<file path="src/rtl/window_builder_if.sv">
// Pixel-in / window-out bundle between a raster pixel source, window_builder and neuron_unit.
interface window_builder_if;
  logic        de_in;
  logic        sof_in;
  logic [7:0]  pix_in;
  logic        de_out;
  logic [55:0] line_0_out;
  logic [55:0] line_1_out;
  logic [55:0] line_2_out;
  logic [55:0] line_3_out;
  logic [55:0] line_4_out;
  logic [55:0] line_5_out;
  logic [55:0] line_6_out;
  logic [9:0]  win_row;
  logic [9:0]  win_col;

  modport master (
    output de_in, sof_in, pix_in,
    input  de_out, line_0_out, line_1_out, line_2_out, line_3_out,
           line_4_out, line_5_out, line_6_out, win_row, win_col
  );

  modport slave (
    input  de_in, sof_in, pix_in,
    output de_out, line_0_out, line_1_out, line_2_out, line_3_out,
           line_4_out, line_5_out, line_6_out, win_row, win_col
  );
endinterface

</file>
<file path="src/rtl/window_builder.sv">
// Streaming 7x7 window generator: six chained row delay lines feed a 7x7 shift window,
// and every fully in-frame window is presented with a one-cycle de_out strobe.
module window_builder #(
  parameter int IMG_WIDTH  = 28,
  parameter int IMG_HEIGHT = 28
) (
  input  logic             clk,
  input  logic             reset,
  window_builder_if.slave  bus
);

  localparam logic [9:0] COL_LAST = 10'(IMG_WIDTH - 1);
  localparam logic [9:0] ROW_LAST = 10'(IMG_HEIGHT - 1);

  logic [9:0]       col_q, col_d;
  logic [9:0]       row_q, row_d;
  logic [9:0]       cur_col_s, cur_row_s;
  logic             accept_s;
  logic             win_valid_s;
  logic [7:0]       tap_s [6];
  logic [7:0]       lb_q  [6][IMG_WIDTH];
  logic [6:0][55:0] win_q, win_d;
  logic             de_out_q;
  logic [6:0][55:0] line_q;
  logic [9:0]       win_row_q, win_col_q;

  assign accept_s = bus.de_in;

  // Position of the pixel being accepted (sof forces it to 0,0) and the counter advance.
  always_comb begin
    cur_col_s = col_q;
    cur_row_s = row_q;
    col_d     = col_q;
    row_d     = row_q;
    if (bus.sof_in) begin
      cur_col_s = 10'd0;
      cur_row_s = 10'd0;
    end else begin
      cur_col_s = col_q;
      cur_row_s = row_q;
    end
    if (accept_s) begin
      if (cur_col_s == COL_LAST) begin
        col_d = 10'd0;
        if (cur_row_s == ROW_LAST) begin
          row_d = 10'd0;
        end else begin
          row_d = cur_row_s + 10'd1;
        end
      end else begin
        col_d = cur_col_s + 10'd1;
        row_d = cur_row_s;
      end
    end else begin
      col_d = col_q;
      row_d = row_q;
    end
    win_valid_s = accept_s && !bus.sof_in && (cur_row_s >= 10'd6) && (cur_col_s >= 10'd6);
  end

  // Position counter register.
  always_ff @(posedge clk or negedge reset) begin
    if (!reset) begin
      col_q <= 10'd0;
      row_q <= 10'd0;
    end else begin
      col_q <= col_d;
      row_q <= row_d;
    end
  end

  // Row delay lines hold image data only; stale contents are masked by the validity rule.
  always_ff @(posedge clk) begin
    if (accept_s) begin
      lb_q[0][0] <= bus.pix_in;
      for (int k = 1; k < 6; k++) begin
        lb_q[k][0] <= lb_q[k-1][IMG_WIDTH-1];
      end
      for (int k = 0; k < 6; k++) begin
        for (int i = 1; i < IMG_WIDTH; i++) begin
          lb_q[k][i] <= lb_q[k][i-1];
        end
      end
    end
  end

  // Delay line k yields the pixel in the same column, k+1 rows above.
  always_comb begin
    for (int k = 0; k < 6; k++) begin
      tap_s[k] = lb_q[k][IMG_WIDTH-1];
    end
  end

  // Window row r is the packed 56-bit vector; the new column enters at bits [7:0].
  always_comb begin
    win_d = win_q;
    for (int r = 0; r < 6; r++) begin
      win_d[r] = {win_q[r][47:0], tap_s[5-r]};
    end
    win_d[6] = {win_q[6][47:0], bus.pix_in};
  end

  // Window shift register.
  always_ff @(posedge clk or negedge reset) begin
    if (!reset) begin
      win_q <= '0;
    end else if (accept_s) begin
      win_q <= win_d;
    end
  end

  // Registered window outputs; data and coordinates move only with a valid window.
  always_ff @(posedge clk or negedge reset) begin
    if (!reset) begin
      de_out_q  <= 1'b0;
      line_q    <= '0;
      win_row_q <= 10'd0;
      win_col_q <= 10'd0;
    end else begin
      de_out_q <= win_valid_s;
      if (win_valid_s) begin
        line_q    <= win_d;
        win_row_q <= cur_row_s;
        win_col_q <= cur_col_s;
      end
    end
  end

  assign bus.de_out     = de_out_q;
  assign bus.line_0_out = line_q[0];
  assign bus.line_1_out = line_q[1];
  assign bus.line_2_out = line_q[2];
  assign bus.line_3_out = line_q[3];
  assign bus.line_4_out = line_q[4];
  assign bus.line_5_out = line_q[5];
  assign bus.line_6_out = line_q[6];
  assign bus.win_row    = win_row_q;
  assign bus.win_col    = win_col_q;

endmodule

</file>
<file path="src/flat_wrapper.sv">
// flat-port wrapper written by rule: the top's interface ports become plain ports
module window_builder_flat 
#(
  parameter int IMG_WIDTH  = 28,
  parameter int IMG_HEIGHT = 28
)
  (clk, reset, bus_de_in, bus_sof_in, bus_pix_in, bus_de_out, bus_line_0_out, bus_line_1_out, bus_line_2_out, bus_line_3_out, bus_line_4_out, bus_line_5_out, bus_line_6_out, bus_win_row, bus_win_col);
  window_builder_if bus_i ();
  input  logic clk;
  input  logic reset;
  input wire logic [$bits(bus_i.de_in)-1:0] bus_de_in;
  input wire logic [$bits(bus_i.sof_in)-1:0] bus_sof_in;
  input wire logic [$bits(bus_i.pix_in)-1:0] bus_pix_in;
  output wire logic [$bits(bus_i.de_out)-1:0] bus_de_out;
  output wire logic [$bits(bus_i.line_0_out)-1:0] bus_line_0_out;
  output wire logic [$bits(bus_i.line_1_out)-1:0] bus_line_1_out;
  output wire logic [$bits(bus_i.line_2_out)-1:0] bus_line_2_out;
  output wire logic [$bits(bus_i.line_3_out)-1:0] bus_line_3_out;
  output wire logic [$bits(bus_i.line_4_out)-1:0] bus_line_4_out;
  output wire logic [$bits(bus_i.line_5_out)-1:0] bus_line_5_out;
  output wire logic [$bits(bus_i.line_6_out)-1:0] bus_line_6_out;
  output wire logic [$bits(bus_i.win_row)-1:0] bus_win_row;
  output wire logic [$bits(bus_i.win_col)-1:0] bus_win_col;
  assign bus_i.de_in = bus_de_in;
  assign bus_i.sof_in = bus_sof_in;
  assign bus_i.pix_in = bus_pix_in;
  assign bus_de_out = bus_i.de_out;
  assign bus_line_0_out = bus_i.line_0_out;
  assign bus_line_1_out = bus_i.line_1_out;
  assign bus_line_2_out = bus_i.line_2_out;
  assign bus_line_3_out = bus_i.line_3_out;
  assign bus_line_4_out = bus_i.line_4_out;
  assign bus_line_5_out = bus_i.line_5_out;
  assign bus_line_6_out = bus_i.line_6_out;
  assign bus_win_row = bus_i.win_row;
  assign bus_win_col = bus_i.win_col;
  window_builder #(.IMG_WIDTH(IMG_WIDTH), .IMG_HEIGHT(IMG_HEIGHT)) u_core (.clk(clk), .reset(reset), .bus(bus_i));
endmodule
</file>
<file path="config.mk">
export PLATFORM = sky130hd
export DESIGN_NAME = window_builder_flat
export DESIGN_NICKNAME = d
export VERILOG_FILES = /design/src/rtl/window_builder_if.sv /design/src/rtl/window_builder.sv /design/src/flat_wrapper.sv
export SDC_FILE = /design/constraint.sdc
export NUM_CORES = 1
export LEC_CHECK = 0
export ABC_CLOCK_PERIOD_IN_PS = 3400
export CORE_AREA = 5 5 352 354
export CTS_BUF_LIST = sky130_fd_sc_hd__clkbuf_4 sky130_fd_sc_hd__clkbuf_8 sky130_fd_sc_hd__clkbuf_16
export CTS_CLUSTER_DIAMETER = 80
export DETAILED_ROUTE_END_ITERATION = 8
export DIE_AREA = 0 0 357 359
export GPL_ROUTABILITY_DRIVEN = 0
export GPL_TIMING_DRIVEN = 0
export HOLD_SLACK_MARGIN = 0.03
export MAX_ROUTING_LAYER = met4
export PLACE_DENSITY_LB_ADDON = 0.3
export SLEW_MARGIN = 20
export SYNTH_ARGS = -nofsm -noshare
export SYNTH_HDL_FRONTEND = slang
export SYNTH_SLANG_ARGS = --single-unit
</file>
<file path="constraint.sdc">
create_clock -name clk -period 3.4 [get_ports clk]
set_clock_uncertainty 0.15 [all_clocks]
set_input_delay 0.34 -clock clk [delete_from_list [all_inputs] [get_ports clk]]
set_output_delay 0.34 -clock clk [all_outputs]
set_load 0.005 [all_outputs]
</file>
### After elaboration in Yosys (flattened, before gate mapping)

Memory sizes are Yosys's and may differ from the RTL's.
Index checks and enable logic that the tools add are counted.
W data, S select, Z words.

| word-level totals | value |
|---|---|
| register bits | 769 |
| bits in latches | 0 |
| memory bits (writable) | 1344 |
| bits in read-only memories | 0 |
| input bits | 12 |
| output and inout bits | 413 |
| logic and storage cells | 37 |
| memories | 1 |

| operators by class | value |
|---|---|
| $add $sub $neg | 2 |
| multiply operators | 0 |
| div/mod/pow operators | 0 |
| magnitude comparators | 2 |
| equal/unequal tests | 2 |
| shifts and indexed selects | 0 |
| muxes and demuxes | 7 |
| bitwise logic cells | 0 |
| reductions and logical operators | 4 |

Memories:

| memory | words | bits a word | rd ports | clocked after memory_dff | wr ports | line | text |
|---|---|---|---|---|---|---|---|
| u_core.lb_q | 6 | 224 | 6 | 0 | 6 | window_builder.sv:21 | `logic [7:0] lb_q [6][IMG_WIDTH];` |

Operator list:

| operator | number |
|---|---|
| $mux W10 | 5 |
| $add A10 B1 Y10 const B | 2 |
| $eq A10 B5 Y1 const B | 2 |
| $ge A10 B3 Y1 const B | 2 |
| $logic_and A1 B1 Y1 | 3 |
| $mux W1 | 2 |
| $logic_not A1 Y1 | 1 |

### Longest topological paths before layout

Gate-level depths: netlist of run 1.

| depth | value |
|---|---|
| depth after elaboration | 4 |
| gate-level depth with buffers | 12 |
| gate-level depth less buffers | 8 |

### Worst setup path before layout of run 1

OpenSTA, ideal clock, no wires.

| path | value |
|---|---|
| kind | in2reg |
| from | in bus_sof_in |
| to | reg u_core.line_q, in the netlist u_core.bus.line_5_out[10] |
| setup time | 128 ps |
| arrival time | 2670 ps |
| required time | 3122 ps |
| slack | 453 ps |
| stages | 12 |
| buffers on the path | 5 |
| cell sequence | clkbuf_1 clkbuf_1 clkbuf_1 nor2b_1 ha_1 nor2_1 nor3b_1 nor4_1 nor4_4 buf_2 buf_2 mux2_1 |

| on the way | value |
|---|---|
| word-level cells in the longest chain between the ends | 4 |
| elaborated cells between the ends (all ways) | 8 |
| classes of those cells | 2 x order compare; 2 x mux; 4 x reduce/logical |

Ends and longest elaborated chain:

| element | line | text |
|---|---|---|
| start: declaration | flat_wrapper.sv:12 | `input wire logic [$bits(bus_i.sof_in)-1:0] bus_sof_in;` |
| $mux W10 | window_builder.sv:35 | `if (bus.sof_in) begin` |
| via u_core.cur_row_s[1] | window_builder.sv:17 | `logic [9:0] cur_col_s, cur_row_s;` |
| $ge A10 B3 Y1 | window_builder.sv:58 | `win_valid_s = accept_s && !bus.sof_in && (cur_row_s >= 10'd6) && (cur_col_s >= 10'd6);` |
| $logic_and A1 B1 Y1 (2 in series) | window_builder.sv:58 |  |
| end signal: assignment | window_builder.sv:122 | `line_q <= win_d;` |
| end: declaration | window_builder.sv:24 | `logic [6:0][55:0] line_q;` |

The timed path passes the listed nets, and every way through them passes these cells.
A chain may end at the register's enable or synchronous reset.

### Worst setup path in the final report of run 1

| path | value |
|---|---|
| from | in bus_sof_in |
| to | reg u_core.line_q, in the netlist u_core.bus.line_3_out[48] |

The elaborated chain is that of the path after synthesis.

==> impl_metrics.tcl, run 1 <==
set metrics [dict create \
    ys_warn_count 0 \
    cts-root-buf "clkbuf_16" \
    post-place-ws_ns -1.34 \
    final.period_utilization_pct 97.7 \
    timing.fmax_mhz 301 \
    drt-wirelength-per-cell_um 21.9 \
    ys_ff_latch 2113 \
    drv_cap 0 \
    synth_cell_types 46 \
    synth_top_family_by_area "multiplexers" \
    rows 128 \
    die_x_um 357 \
    worstSetupPathType "in -> reg" \
    crit_required_ns 3.92 \
    syn_avg_cell_area_um2 22.5 \
    synth_compound_area_share_pct 0.385 \
    period_minus_slack_ns 3.32 \
    fin_util_pct 68.7 \
    fp.dieH_um 359 \
    final_nets 3748 \
    endpoint_kind "flop" \
    synthMuxAreaShare_pct 12.2 \
    grt_pass1_vias 30703 \
    slew_viol_final 0 \
    cts.hold.buffers_added 11 \
    antenna_found_initial 4 \
    startpoint_type "input port" \
    power_uw 56400 \
    syn_inst 3079 \
    yosysTopAreaCell "edfxtp_1" \
    slew_headroom_pct 36.8 \
    yosysMostFrequentCell "edfxtp_1" \
    tns_ns 0 \
    worstPathArrival_ns 3.84 \
    clock_sinks 2113 \
    drcViolationCount 0 \
    async_flop_share_pct 36.4 \
    finalWirelength_um 121000 \
    core_area_um2 121000 \
    synth_area_leaders "edfxtp_1, dfrtp_1, mux2_2, mux2_1, buf_4" \
    track_usage_pct 19.8 \
    hpwl_um 73400 \
    worstReg2RegStart "u_core.row_q[1]" \
    reg2reg_slack_ns 0.38 \
    failed_checks "hold timing" \
    yosysSeqAreaShare_pct 86.0 \
    drtIter0Drc 2291 \
    path_clk_slew_ns 0.06 \
    drive_gt1_share_pct 21.0 \
    ir_drop_uv 769 \
    hp-class "in -> reg" \
    port_buffers 424 \
    synth_commonest_cells "edfxtp_1, dfrtp_1, mux2_2, mux2_1, clkbuf_1" \
    regToRegEndpoint "u_core.bus.line_3_out[48]" \
    pwr_density_cell_nw_per_um2 680 \
    start_util_pct 57.4 \
    reg2regPathDepth 10 \
    dieArea_um2 128000 \
    rsz0062_at_grt "no" \
    netlist_area_um2 69300 \
    min_from "bus_de_in" \
    synth_xor_area_share_pct 0 \
    grt_max_degree 172 \
    hold_slack_ns -0.106 \
    htree_levels 4 \
    final.fill_count 7533 \
    firstDrtPassIters 5 \
    syn_nets 3095 \
    syn_to_final_growth_pct 19.7 \
    tightest_slew_ns 0.947 \
    cts_tree "yes" \
    io_pins 425 \
    yosys.area.top_type_share_pct 58.3 \
    clockBufferDepth 3 \
    grt_first_pass_wirelength_um 188000 \
    grt_overflow_total 0 \
    setup_slack_ns 0.0773 \
    status "complete, but fails checks" \
    p_leak_uw 0.0326 \
    hold_viol 71 \
    synth-main-ff-cell "edfxtp_1" \
    hold_end "u_core.lb_q[0][219]" \
    synthSimpleGateAreaFrac_pct 0.598 \
    vias 29392 \
    setup_viol 0 \
    vias_per_cell 5.31 \
    crit_path_max_fanout 10 \
    clk_latency_ns 0.81 \
    synth_edf_count 1344 \
    final_antenna_net_count 0 \
    min_path_cells 1 \
    numCtsBuffers 197 \
    synthAdderAreaFrac_pct 0.0722 \
]
## worst max-delay path, cell delays in order
cell and delay [ns]:
clkdlybuf4s50_1 0.45, clkbuf_2 0.23, clkbuf_2 0.25, clkbuf_2 0.26, nor2b_1 0.20, ha_1 0.18, nor2_1 0.04, nor3b_1 0.19
nor4_1 0.10, nor4_4 0.28, buf_4 0.21, buf_2 0.36, buf_4 0.35, mux2_1 0.36
## state kept, by name (all words and copies together), names as in the netlist, 56 cells and up
register / flops
u_core.lb_q: 1344
u_core.win_d: 336
u_core.bus.line_0_out: 56
u_core.bus.line_1_out: 56
u_core.bus.line_2_out: 56
u_core.bus.line_3_out: 56
u_core.bus.line_4_out: 56
u_core.bus.line_5_out: 56
u_core.bus.line_6_out: 56
## worst max-delay path by stage
stage | cells after the start | startpoint | slack (ns) | endpoint
CTS | 14 | bus_sof_in | 0.11 | u_core.bus.line_3_out[48]
global route | 5 | bus_de_in | 0.02 | u_core.lb_q[0][1032]
finish | 14 | bus_sof_in | 0.08 | u_core.bus.line_3_out[48]
global placement | 6 | bus_de_in | -47.23 | u_core.bus.line_3_out[47]
floorplan | 12 | bus_sof_in | 0.45 | u_core.bus.line_5_out[10]
detailed placement | 13 | bus_sof_in | -1.34 | u_core.bus.line_3_out[48]
## timing repair
action                                  in CTS  in global routing
resized for setup                            5                  2
endpoints found under the hold margin      478                130
endpoints found under the setup margin     521                195
cloned                                       0                  1
pin swaps                                    1                  0
buffers inserted                             3                  0
## report_power, final
group | total (µW) | internal [µW] | switching (µW) | leakage [µW]
Clock | 22400 | 13100 | 9280 | 0.00338
Sequential | 31100 | 29800 | 1350 | 0.0230
Combinational | 2940 | 1690 | 1250 | 0.00619
## per-layer routing
layer	routed length [µm]	share of wire, %	vias up	track usage [%]
met5	0	0	-	-
met4	3360	2.8	0	6.39
met3	6420	5.3	222	4.45
met2	56600	47	674	29.2
met1	54900	45	15466	28.0
li1	-	-	13030	-
## kinds of logic (layout without fill, tap and decap cells)
family,after synthesis,in the layout
flops,2113,2113
compound gates,41,41
buf+inv,102,929
mux,749,749
simple gates,70,70
fa+ha+maj,4,4
other cells,0,1
## layout make-up
type                            count  area, µm²  area share, %
Clock inverter                    105       1110           1.34
Sequential cell                  2113      59600           71.8
Multi-Input combinational cell    864       9160           11.0
Timing Repair Buffer              455       4880           5.89
Inverter                            9       33.8         0.0407
Antenna cell                        1       2.50        0.00302
Buffer                             92        489          0.590
Clock buffer                      268       5640           6.80
Tap cell                         1625       2030           2.45
## cell usage in the layout, fill, tap and decap left out, types with 10 or more instances in the layout
cell             Yosys  routed
mux2_2             399     399
clkbuf_8             0      17
dlygate4sd3_1        0      10
nand2_1             14      14
buf_2               15      16
bufinv_16            0      18
clkbuf_4             0      50
clkinv_1             0      32
buf_4               31      34
edfxtp_1          1344    1344
nand3_1             10      10
clkdlybuf4s50_1      0     422
o21ai_0             12      12
clkbuf_1            42      35
mux2_1             349     349
clkinv_2             0      33
clkbuf_16            0     202
dfrtp_1            769     769
buf_16               0      18
## per-stage QoR
stage | instances | area [µm²]
finish | 5532 | 83000
global route | 5531 | 83000
CTS | 5530 | 82900
global placement | 5128 | 75600
floorplan | 3079 | 69300
detailed placement | 5144 | 76000
Note: power is estimated with default switching activity, not from simulation.
==> run 2: changes to the inputs <==
Settings changed: ABC_CLOCK_PERIOD_IN_PS 3400 to default, CORE_AREA 5 5 352 354 to 5 5 406 308, DIE_AREA 0 0 357 359 to 0 0 411 313.
==> impl_metrics.tcl, run 2 (synthesis gave the netlist of run 1 again) <==
set metrics [dict create \
    antenna_found_initial 7 \
    endpoint_kind "flop" \
    finalWirelength_um 121000 \
    min_from "bus_de_in" \
    worstSetupPathType "in -> reg" \
    clk_latency_ns 0.78 \
    critPathSlowestCell "clkdlybuf4s50_1" \
    final_nets 3732 \
    drv_cap 0 \
    p_switching_uw 11700 \
    post-place-ws_ns -1.75 \
    worstPathArrival_ns 3.75 \
    rsz0062_at_grt "yes" \
    worstReg2RegStart "u_core.row_q[1]" \
    path_clk_slew_ns 0.06 \
    layout_commonest_cell "edfxtp_1" \
    multi_input_area_um2 9170 \
    crit_chain "clkdlybuf4s50_1, clkbuf_1, buf_2, clkbuf_2, nor2b_1, ha_1, nor2_1, nor3b_1, nor4_2, nor4_4, buf_12, buf_2, buf_4, mux2_1" \
    timing.fmax_mhz 308 \
    rows 111 \
    regArea_um2 59600 \
    vias_per_cell 5.29 \
    hp-class "in -> reg" \
    pwr_density_cell_nw_per_um2 670 \
    largest_reg_flops 1344 \
    drcViolationCount 0 \
    port_buffers 424 \
    period_minus_slack_ns 3.25 \
    track_usage_pct 19.6 \
    combinationalPowerShare_pct 5.4 \
    io_pins 425 \
    ir_drop_uv 499 \
    core_area_um2 121000 \
    slew_headroom_pct 40.4 \
    switching_share_pct 21.1 \
    clock_sinks 2113 \
    grt_max_degree 160 \
    hold_slack_ns -0.0983 \
    die_x_um 411 \
    reg2regPathDepth 10 \
    crit_path_max_fanout 10 \
    p_seq_share_pct 56.2 \
    slew_viol_final 0 \
    grt_overflow_total 0 \
    hold_end "u_core.lb_q[0][220]" \
    regMostFlops "u_core.lb_q" \
    hold_viol 111 \
    regToRegEndpoint "u_core.bus.line_6_out[0]" \
    fp.dieH_um 313 \
    hpwl_um 73700 \
    cts.hold.buffers_added 8 \
    grt_first_pass_wirelength_um 186000 \
    critPathMaxStageDelay_ns 0.41 \
    cts_tree "yes" \
    drive_gt1_share_pct 21.0 \
    firstDrtPassIters 5 \
    internal_power_uw 43700 \
    crit_top_cell "buf_2" \
    vias 29217 \
    setup_slack_ns 0.154 \
    setup_viol 0 \
    final.period_utilization_pct 95.5 \
    final_cell_mix "edfxtp_1, dfrtp_1, clkdlybuf4s50_1, mux2_2, mux2_1" \
    syn_to_final_growth_pct 19.2 \
    cts-root-buf "clkbuf_16" \
    clkPwrFrac_pct 38.4 \
    final_antenna_net_count 0 \
    dieArea_um2 129000 \
    tightest_slew_ns 0.893 \
    startpoint_type "input port" \
    status "complete, but fails checks" \
    start_util_pct 57.3 \
    power_uw 55300 \
    final.fill_count 7453 \
    clockBufferDepth 3 \
    crit_required_ns 3.91 \
    grt_pass1_vias 29973 \
    reg2reg_slack_ns 0.46 \
    failed_checks "hold timing" \
    drtIter0Drc 2414 \
    numCtsBuffers 184 \
    drt-wirelength-per-cell_um 21.9 \
    min_path_cells 1 \
    htree_levels 4 \
    p_leak_uw 0.0324 \
]
## run 2: cell types whose count changed in the layout (fill, tap and decap cells not counted), sizes merged, moves of 2 or more
| cell | previous run | this run |
|---|---|---|
| clkinv | 70 | 54 |
| bufinv | 18 | 14 |
| buf | 73 | 70 |
| dlygate4sd3 | 10 | 7 |
| clkbuf | 310 | 308 |
## run 2: cell type report
type                            count  share of cell area (%)
Sequential cell                  2113                    72.2
Multi-Input combinational cell    864                    11.1
Clock buffer                      264                    6.54
Timing Repair Buffer              451                    5.92
Tap cell                         1638                    2.48
Clock inverter                     85                    1.10
Buffer                             93                   0.633
Inverter                            9                  0.0409
Antenna cell                        1                 0.00303
## run 2: routing by layer
layer / vias up / global-route usage [%] / part of all wire [%]
met5: - / - / 0
met2: 561 / 28.2 / 46
met4: 0 / 5.56 / 2.0
met1: 15493 / 29.2 / 48
li1: 13003 / - / -
met3: 160 / 3.68 / 4.5
## run 2: worst max path at each step
stage	startpoint	end	slack (ns)	depth (start not counted)
2_1_floorplan	bus_sof_in	u_core.bus.line_5_out[10]	0.45	12
3_3_place_gp	bus_de_in	u_core.bus.line_4_out[46]	-47.83	6
3_5_place_dp	bus_de_in	u_core.win_d[269]	-1.75	7
4_1_cts	bus_sof_in	u_core.bus.line_4_out[53]	0.03	14
5_1_grt	bus_sof_in	u_core.bus.line_5_out[52]	-0.02	14
6_report	bus_sof_in	u_core.bus.line_6_out[0]	0.15	14
## run 2: power by group through the flow
stage	clock network, µW	logic (µW)	registers [µW]
after floorplan	0	1240	31000
after global placement	0	2220	31600
after detailed placement	0	3000	31600
after CTS	21800	3060	31100
after global routing	23000	3260	31300
final	21200	2980	31100
## run 2: worst max-delay path: cells and delay by family
family,cells,cell delay (ns)
buffers and inverters,7,1.91
AND/OR/NAND/NOR,5,0.94
multiplexers,1,0.36
adder cells (fa/ha/maj),1,0.18
## run 2: repair_timing
| action | 4_1_cts | 5_1_grt |
|---|---|---|
| setup endpoints to repair | 758 | 370 |
| pin swaps | 1 | 0 |
| hold endpoints to repair | 374 | 111 |
| resized for setup | 9 | 14 |
| gates cloned | 1 | 0 |
| setup buffers | 1 | 0 |
## run 2: through the flow
stage                      TNS, ns  cells  cell area (µm²)  hold WS, ns  util [%]
final                            0   5518            82600      -0.0983      68.3
after global routing        -0.211   5517            82600       -0.138      68.3
after CTS                        0   5517            82500       -0.173      68.2
after detailed placement  -1088.38   5158            76100        0.216      62.9
after global placement           -   5141            75600        0.250      62.5
after floorplan                  0   3079            69300       -0.106         -
==> run 3: changes to the inputs <==
Settings changed: CORE_AREA 5 5 406 308 to 5 5 436 331, DIE_AREA 0 0 411 313 to 0 0 441 336, SKIP_CTS_REPAIR_TIMING from default to 1.
==> impl_metrics.tcl, run 3 (synthesis gave the netlist of run 1 again) <==
set metrics [dict create \
    status "complete, but fails checks" \
    failed_checks "hold timing" \
    drt-wirelength-per-cell_um 21.5 \
    vias_per_cell 5.05 \
    numCtsBuffers 190 \
    critPathSlowestCell "clkdlybuf4s50_1" \
    clkPwrFrac_pct 39.0 \
    dieArea_um2 148000 \
    hold_viol 100 \
    hp-class "in -> reg" \
    p_leak_uw 0.0324 \
    hold_slack_ns -0.0938 \
    start_util_pct 49.7 \
    firstDrtPassIters 5 \
    drcViolationCount 0 \
    hpwl_um 78800 \
    diodes 0 \
    grt_max_degree 166 \
    combinationalPowerShare_pct 5.3 \
    grtUsageMet3_pct 3.08 \
    final_antenna_net_count 0 \
    tns_ns 0 \
    clock_sinks 2113 \
    finalWirelength_um 124000 \
    track_usage_pct 17.3 \
    tightest_slew_ns 1.07 \
    grt_pass1_vias 29777 \
    crit_path_max_fanout 10 \
    grt_busiest_layer "met2" \
    setup_slack_ns 0.188 \
    crit_top_cell "clkbuf_2" \
    drv_cap 0 \
    crit_required_ns 3.92 \
    critPathMaxStageDelay_ns 0.41 \
    pwr_density_cell_nw_per_um2 672 \
    period_minus_slack_ns 3.21 \
    final_cell_mix "edfxtp_1, dfrtp_1, clkdlybuf4s50_1, mux2_2, mux2_1" \
    cts-root-buf "clkbuf_16" \
    antenna_found_initial 3 \
    clk_latency_ns 0.81 \
    setup_viol 0 \
    final_nets 3735 \
    clockBufferDepth 3 \
    rsz0062_at_grt "no" \
    final.fill_count 10053 \
    ir_drop_uv 437 \
    crit_chain "clkdlybuf4s50_1, clkbuf_2, clkbuf_2, clkbuf_2, nor2b_1, ha_1, nor2_1, nor3b_1, nor4_1, nor4_4, buf_12, buf_2, buf_4, mux2_1" \
    post-place-ws_ns -1.47 \
    grt_use_met2_pct 25.8 \
    die_x_um 441 \
    grt_first_pass_wirelength_um 188000 \
    rows 119 \
    cts_tree "yes" \
    vias 29113 \
    layout_commonest_cell "edfxtp_1" \
    reg2reg_slack_ns 0.31 \
    use_met1_pct 24.5 \
    slew_headroom_pct 28.8 \
    p_seq_share_pct 55.7 \
    internal_power_uw 44000 \
    worstSetupPathType "in -> reg" \
    endpoint_kind "flop" \
    worstPathArrival_ns 3.74 \
    startpoint_type "input port" \
    htree_levels 4 \
    drive_gt1_share_pct 20.9 \
    port_buffers 424 \
    path_clk_slew_ns 0.06 \
    fp.dieH_um 336 \
    slew_viol_final 0 \
    core_area_um2 139000 \
    power_uw 55800 \
    drtIter0Drc 2064 \
    io_pins 425 \
    final.period_utilization_pct 94.5 \
    grt_overflow_total 0 \
    syn_to_final_growth_pct 19.8 \
    regMostFlops "u_core.lb_q" \
    p_switching_uw 11800 \
    largest_reg_flops 1344 \
    switching_share_pct 21.2 \
    timing.fmax_mhz 311 \
]
run 3: stage by stage:
step	std cells	utilization [%]	cell area [µm²]
2_1_floorplan	3079	-	69300
3_3_place_gp	5378	54.4	75900
3_5_place_dp	5395	54.8	76400
4_1_cts	5755	59.5	82900
5_1_grt	5762	59.6	83000
6_report	5762	59.6	83000
run 3: final cells by class:
cell class	instances	area (µm²)	area share (%)
plain buffers	93	492	0.592
well taps	1875	2350	2.83
inverters	9	33.8	0.0407
flip-flops and latches	2113	59600	71.8
clock buffers	271	5540	6.68
repair buffers	448	4830	5.82
clock inverters	89	985	1.19
multi-input cells	864	9160	11.0
run 3: power by group through the flow:
stage	registers, µW	clock network [µW]	logic, µW
detailed placement	31600	0	3010
finish	31100	21700	2960
global route	31300	23600	3240
global placement	31500	0	2200
floorplan	31000	0	1240
CTS	31100	22400	3040
run 3: worst max-delay path, delay by kind of cell:
kind / cells / cell delay (ns)
adders and majority gates: 1 / 0.18
buffers and inverters: 7 / 1.97
muxes: 1 / 0.37
and+or+nand+nor: 5 / 0.86
run 3: final timing paths:
| kind | from | end | cells after the start |
|---|---|---|---|
| max in group asynchronous | reset | u_core.bus.line_4_out[14] | 6 |
| worst min register to register | u_core.lb_q[0][83] | u_core.lb_q[0][75] | 0 |
| worst max-delay path | bus_sof_in | u_core.bus.line_2_out[39] | 14 |
| worst max register to register | u_core.row_q[1] | u_core.bus.line_2_out[39] | 10 |
| worst min-delay path | bus_de_in | u_core.lb_q[0][212] | 1 |
| min in group asynchronous | reset | u_core.bus.line_0_out[3] | 4 |
run 3: metal layers:
metal  routed length, µm  part of all wire (%)  vias up
met5                   0                     0        -
met4                3770                   3.0        0
met3                4770                   3.8      205
met2               58400                    47      508
met1               57000                    46    15404
li1                    -                     -    12996
